===== config.mk =====
export PLATFORM = sky130hd
export DESIGN_NAME = mem_port_arbiter
export DESIGN_NICKNAME = d
export VERILOG_FILES = /design/src/rtl/mem_port_arbiter.sv
export SDC_FILE = /design/constraint.sdc
export NUM_CORES = 1
export LEC_CHECK = 0
export ABC_CLOCK_PERIOD_IN_PS = 2410
export CORE_MARGIN = 1.5
export CORE_UTILIZATION = 43
export CTS_CLUSTER_SIZE = 28
export DETAILED_ROUTE_END_ITERATION = 8
export GPL_ROUTABILITY_DRIVEN = 0
export PLACE_DENSITY = 0.88
export SKIP_LAST_GASP = 1
export SYNTH_ARGS = -nofsm -noshare
export SYNTH_HDL_FRONTEND = slang
export SYNTH_SLANG_ARGS = --single-unit

===== constraint.sdc =====
create_clock -name clk -period 2.41 [get_ports clk]
set_input_delay 0.482 -clock clk [delete_from_list [all_inputs] [get_ports clk]]
set_output_delay 0.482 -clock clk [all_outputs]
set_load 0.005 [all_outputs]

===== src/rtl/mem_port_arbiter.sv =====
// Arbitrates a single-ported fixed-latency RAM between instruction fetch and the
// data stage; formats RISC-V byte/half/word stores and sign/zero-extends loads.
module mem_port_arbiter #(
  parameter int ADDR_W = 32,
  parameter int LAT    = 1
) (
  input  logic              clk,
  input  logic              rst,
  input  logic              if_req,
  input  logic [ADDR_W-1:0] if_addr,
  output logic              if_ready,
  output logic [31:0]       if_rdata,
  output logic              if_stall,
  input  logic              mem_req,
  input  logic              mem_we,
  input  logic [2:0]        mem_rwtype,
  input  logic [ADDR_W-1:0] mem_addr,
  input  logic [31:0]       mem_wdata,
  output logic              mem_ready,
  output logic [31:0]       mem_rdata,
  output logic              mem_fault,
  output logic              mem_stall,
  output logic              ram_en,
  output logic [3:0]        ram_we,
  output logic [ADDR_W-1:0] ram_addr,
  output logic [31:0]       ram_wdata,
  input  logic [31:0]       ram_rdata
);

  localparam int CNT_W = (LAT > 1) ? $clog2(LAT) : 1;

  typedef enum logic [1:0] {IDLE, ISSUE, WAIT, DONE} state_e;
  typedef enum logic {OWN_IF, OWN_MEM} owner_e;

  state_e             state_q;
  owner_e             owner_q;
  logic               we_q;
  logic [2:0]         rwtype_q;
  logic [1:0]         off_q;
  logic [CNT_W-1:0]   cnt_q;
  logic               ram_en_q, if_ready_q, mem_ready_q, mem_fault_q;
  logic [3:0]         ram_we_q;
  logic [ADDR_W-1:0]  ram_addr_q;
  logic [31:0]        ram_wdata_q, if_rdata_q, mem_rdata_q;

  logic               fault_d;
  logic [3:0]         ram_we_d;
  logic [31:0]        ram_wdata_d;
  logic [31:0]        shifted;
  logic [31:0]        load_d;

  // Fetch addresses are always word aligned; the low bits are deliberately dropped.
  logic unused_if_lsbs;
  assign unused_if_lsbs = ^if_addr[1:0];

  // Request decode for the data port: fault detection, byte strobes, lane shift.
  // NOTE: every variable assigned in always_comb gets a default first, so no
  // path can leave it unassigned and infer a latch.
  always_comb begin
    fault_d     = 1'b0;
    ram_we_d    = 4'b0000;
    ram_wdata_d = mem_wdata << {mem_addr[1:0], 3'b000};
    case (mem_rwtype)
      3'b000:         ram_we_d = 4'b0001 << mem_addr[1:0];
      3'b001, 3'b101: begin
        ram_we_d = 4'b0011 << mem_addr[1:0];
        fault_d  = mem_addr[0] | (mem_we & mem_rwtype[2]);
      end
      3'b010: begin
        ram_we_d = 4'b1111;
        fault_d  = (mem_addr[1:0] != 2'b00);
      end
      3'b100:  fault_d = mem_we;
      default: fault_d = 1'b1;
    endcase
  end

  // Load extension works on the live RAM word, selected by the latched offset.
  always_comb begin
    shifted = ram_rdata >> {off_q, 3'b000};
    load_d  = shifted;
    case (rwtype_q)
      3'b000:  load_d = {{24{shifted[7]}}, shifted[7:0]};
      3'b100:  load_d = {24'h0, shifted[7:0]};
      3'b001:  load_d = {{16{shifted[15]}}, shifted[15:0]};
      3'b101:  load_d = {16'h0, shifted[15:0]};
      default: load_d = shifted;
    endcase
  end

  // NOTE: sequential state uses non-blocking assignments only, so every register
  // samples the pre-edge value of every other register regardless of order.
  always_ff @(posedge clk) begin
    if (rst) begin
      state_q     <= IDLE;
      owner_q     <= OWN_IF;
      we_q        <= 1'b0;
      rwtype_q    <= 3'b000;
      off_q       <= 2'b00;
      cnt_q       <= '0;
      ram_en_q    <= 1'b0;
      ram_we_q    <= 4'b0000;
      ram_addr_q  <= '0;
      ram_wdata_q <= '0;
      if_ready_q  <= 1'b0;
      if_rdata_q  <= '0;
      mem_ready_q <= 1'b0;
      mem_rdata_q <= '0;
      mem_fault_q <= 1'b0;
    end else begin
      ram_en_q    <= 1'b0;
      ram_we_q    <= 4'b0000;
      if_ready_q  <= 1'b0;
      mem_ready_q <= 1'b0;
      mem_fault_q <= 1'b0;
      case (state_q)
        IDLE: begin
          if (mem_req) begin
            owner_q  <= OWN_MEM;
            we_q     <= mem_we;
            rwtype_q <= mem_rwtype;
            off_q    <= mem_addr[1:0];
            if (fault_d) begin
              state_q     <= DONE;
              mem_ready_q <= 1'b1;
              mem_fault_q <= 1'b1;
              mem_rdata_q <= '0;
            end else begin
              state_q    <= ISSUE;
              ram_en_q   <= 1'b1;
              ram_addr_q <= {mem_addr[ADDR_W-1:2], 2'b00};
              if (mem_we) begin
                ram_we_q    <= ram_we_d;
                ram_wdata_q <= ram_wdata_d;
              end
            end
          end else if (if_req) begin
            owner_q    <= OWN_IF;
            we_q       <= 1'b0;
            state_q    <= ISSUE;
            ram_en_q   <= 1'b1;
            ram_addr_q <= {if_addr[ADDR_W-1:2], 2'b00};
          end
        end
        ISSUE: begin
          if (we_q) begin
            state_q     <= DONE;
            mem_ready_q <= 1'b1;
          end else begin
            state_q <= WAIT;
            cnt_q   <= CNT_W'(LAT - 1);
          end
        end
        WAIT: begin
          if (cnt_q == '0) begin
            state_q <= DONE;
            if (owner_q == OWN_IF) begin
              if_ready_q <= 1'b1;
              if_rdata_q <= ram_rdata;
            end else begin
              mem_ready_q <= 1'b1;
              mem_rdata_q <= load_d;
            end
          end else begin
            cnt_q <= cnt_q - CNT_W'(1);
          end
        end
        // Always leave DONE so a request still held from this access is not re-granted.
        default: state_q <= IDLE;
      endcase
    end
  end

  assign ram_en    = ram_en_q;
  assign ram_we    = ram_we_q;
  assign ram_addr  = ram_addr_q;
  assign ram_wdata = ram_wdata_q;
  assign if_ready  = if_ready_q;
  assign if_rdata  = if_rdata_q;
  assign mem_ready = mem_ready_q;
  assign mem_rdata = mem_rdata_q;
  assign mem_fault = mem_fault_q;
  assign if_stall  = if_req & ~if_ready_q;
  assign mem_stall = mem_req & ~mem_ready_q;

endmodule

==> results <==
layout make-up:
| type | instances | area, um2 | area share, % |
|---|---|---|---|
| multi-input combinational | 509 | 3170 | 32.0 |
| timing repair buffer | 307 | 3010 | 30.3 |
| sequential | 143 | 2860 | 28.8 |
| clock buffer | 20 | 447 | 4.50 |
| tap | 184 | 230 | 2.32 |
| clock inverter | 10 | 186 | 1.88 |
| inverter | 5 | 18.8 | 0.189 |
layer usage:
| layer | part of all wire, % | up-vias |
|---|---|---|
| met1 | 40 | 2938 |
| met4 | 3.0 | 0 |
| met5 | 0 | - |
| li1 | - | 3108 |
| met2 | 48 | 324 |
| met3 | 8.3 | 43 |
power breakdown:
part           switching [mW]  internal [mW]
Combinational            1.36           1.38
Sequential              0.207           2.73
Clock                   0.999           1.85
cell usage after synthesis, drive strengths merged (2+ instances only):
master	instances	share of area, %
nor2	69	4.2
clkbuf	37	2.2
a21oi	84	6.7
or3	2	0.20
mux2	15	2.7
nor2b	14	1.4
mux2i	55	8.7
nand2	112	6.7
nor3	19	1.7
ha	4	0.79
a221o	17	2.9
dfxtp	143	45
buf	25	2.3
inv	4	0.24
o2bb2ai	8	1.1
a211oi	47	5.6
and2	2	0.20
nand2b	2	0.20
o2111ai	7	0.97
o22ai	7	0.69
nand3	15	1.2
a221oi	9	1.2
nor4	2	0.44
o21ai	5	0.40
flip-flops by register name, summed over array words and instances, names as in the netlist:
signal and cells:
owner_q 1, if_rdata 32, ram_en 1, if_ready 1, mem_fault 1, off_q 2
we_q 1, mem_ready 1, rwtype_q 3, ram_we 4, ram_wdata 32, mem_rdata 32
state_q 2, ram_addr 30
cells by family (layout without fill, tap and decap cells):
group,count (synthesis),in the layout
other,1,2
and+or+nand+nor,240,240
DFF,143,143
buffers and inverters,67,342
AOI/OAI and AO/OA,192,192
adders and majority gates,4,4
muxes,71,71
worst max-delay path, cell delays in order:
cell and delay, ns:
clkdlybuf4s50_1 0.54, o41a_1 0.19, nand2_1 0.10, a211o_1 0.39, nor4_4 0.74, a221o_1 0.24
stage by stage:
stage                     utilization (%)  setup TNS, ns  hold slack, ns  setup slack, ns  cells
after floorplan                         -              0           0.437            0.413    719
after global placement               64.4          -3.23           0.438           -0.180   1148
after detailed placement             64.4          -4.73           0.446           -0.242   1148
after CTS                            68.8              0           0.442            0.142   1178
after global routing                 68.8              0           0.463           0.0163   1178
final                                68.8              0           0.452           0.0729   1178
how the worst max path moves through the flow:
stage                                  from                          to  slack (ns)  cells past startpoint
floorplan           state_q[0]$_SDFFE_PP0P_  mem_rdata[30]$_SDFFE_PP0P_        0.41                      9
global placement              mem_rwtype[0]  mem_rdata[28]$_SDFFE_PP0P_       -0.18                      6
detailed placement            mem_rwtype[2]  mem_rdata[26]$_SDFFE_PP0P_       -0.24                      6
CTS                           mem_rwtype[2]  mem_rdata[18]$_SDFFE_PP0P_        0.14                      6
global route                  mem_rwtype[2]  mem_rdata[18]$_SDFFE_PP0P_        0.02                      6
finish                        mem_rwtype[2]  mem_rdata[18]$_SDFFE_PP0P_        0.07                      6
what timing repair did:
item / CTS / global route
hold buffers: 0 / 0
setup endpoints to repair: 0 / 3
buffers inserted: 0 / 0
gates resized for setup: 0 / 1
==> flow_summary_export.csv <==
group,metric,value,unit
cts,clock-sinks,143,
worst_setup_path,rrSetupSlack,0.24,ns
synth,synthXorXnorAreaFrac,0,%
synth,synth_simple_gate_area_share,16.5,%
timing,fin_crit_sh,97.0,%
finish,layout_common_cells,"267 x clkdlybuf4s50_1, 143 x dfxtp_1, 112 x nand2_1",
job,max_cap_violations,0,
floorplan,die_area,0.0154,mm2
worst_setup_path,cp.required,2.76,ns
synth,synthCells,718,
grt,grt_pass1_vias,5988,
route,wire_per_inst,17.4,um
placement,dp_hpwl,14700,um
finish,area_delta_synth_final,57.2,%
timing,slew_headroom,42.4,%
finish,diodes,0,
route,detail_route.first_pass.iterations,5,
floorplan,initial_core_util,43.8,%
min_path,worst_hold_path.num_cells,3,
timing,final_hold_viol_count,0,
synth,synthAdderAreaFrac,0.793,%
synth,synth_cell_types,46,
synth,synth_seq_area_share,45.3,%
timing,setup_viol,0,
grt,grtUsageMet3,7.14,%
grt,antenna_found_initial,0,
route,dr.first_iter.drc_count,478,
pwr,p_per_area,860,mW/mm2
placement,port-buffer-count,269,
synth,ys_ff_latch,143,
floorplan,die_y,124,um
synth,synth_top_family_by_area,"compound AO/OA/AOI/OAI gates",
finish,layout_commonest_cell,"clkdlybuf4s50_1",
worst_setup_path,startpoint_type,"input pin",
synth,netlist_area,0.00631,mm2
synth,synth-edff-count,0,
timing,tightest_slew,0.857,ns
route,wirelength,20500,um
cts,clk_latency,0.42,ns
grt,grt_pass1_wl,31100,um
cts,cts_tree,"built",
finish,fillers,1115,
route,ant_nets,0,
pwr,p_total,8.53,mW
timing,max_freq,428,MHz
worst_setup_path,r2r_cells,5,
synth,async_flop_share,0,%
timing,drv_slew,0,
synth,avgSynthCellArea,8.79,um2
grt,use_met2,44.0,%
finish,fin_area,0.00992,mm2
finish,nets,1123,
placement,post_dp_cell_area,0.00929,mm2
cts,cts_max_level,4,
min_path,hold_path_class,"in2reg",
min_path,min_from,"rst",
floorplan,die_w,124,um
grt,overflow,0,
synth,synth_flop_cell,"dfxtp_1",
timing,skew,0.00831,ns
cts,path_clk_slew,0.06,ns
route,vias,6413,
timing,rsz0062_at_grt,"false",
pwr,leakage,3.61,nW
grt,grtUsageMet1,31.8,%
synth,synth.area.mux_share,11.8,%
cts,clockRootBuffer,"clkbuf_16",
floorplan,io_pins,274,
floorplan,core_region_area,0.0144,mm2
worst_setup_path,crit_arrival,2.69,ns
finish,drive_above_1_share,10.6,%
worst_setup_path,crit_fanout,16,
cts,cts_buffer_depth,2,
outcome,outcome,"completed",
worst_setup_path,r2r-start,"state_q[0]$_SDFFE_PP0P_",
timing,fin_crit,2.34,ns
floorplan,rows,44,
route,drc,0,
pwr,ir_drop,0.472,mV
synth,synth_compound_area_share,20.8,%
min_path,holdPathEnd,"ram_we[1]$_SDFF_PP0_",
worst_setup_path,crit_type,"in2reg",
cts,cts_buffers,17,
worst_setup_path,reg2reg_to,"mem_rdata[18]$_SDFFE_PP0P_",
worst_setup_path,worst_setup_path_end_kind,"register",
grt,grt_max_degree,82,
route,via_per_inst,5.44,
synth,yosysWarnings,0,
grt,grt_usage,26.4,%
grt,grt_busiest_layer,"met2",
(Power assumes the default switching activity.)
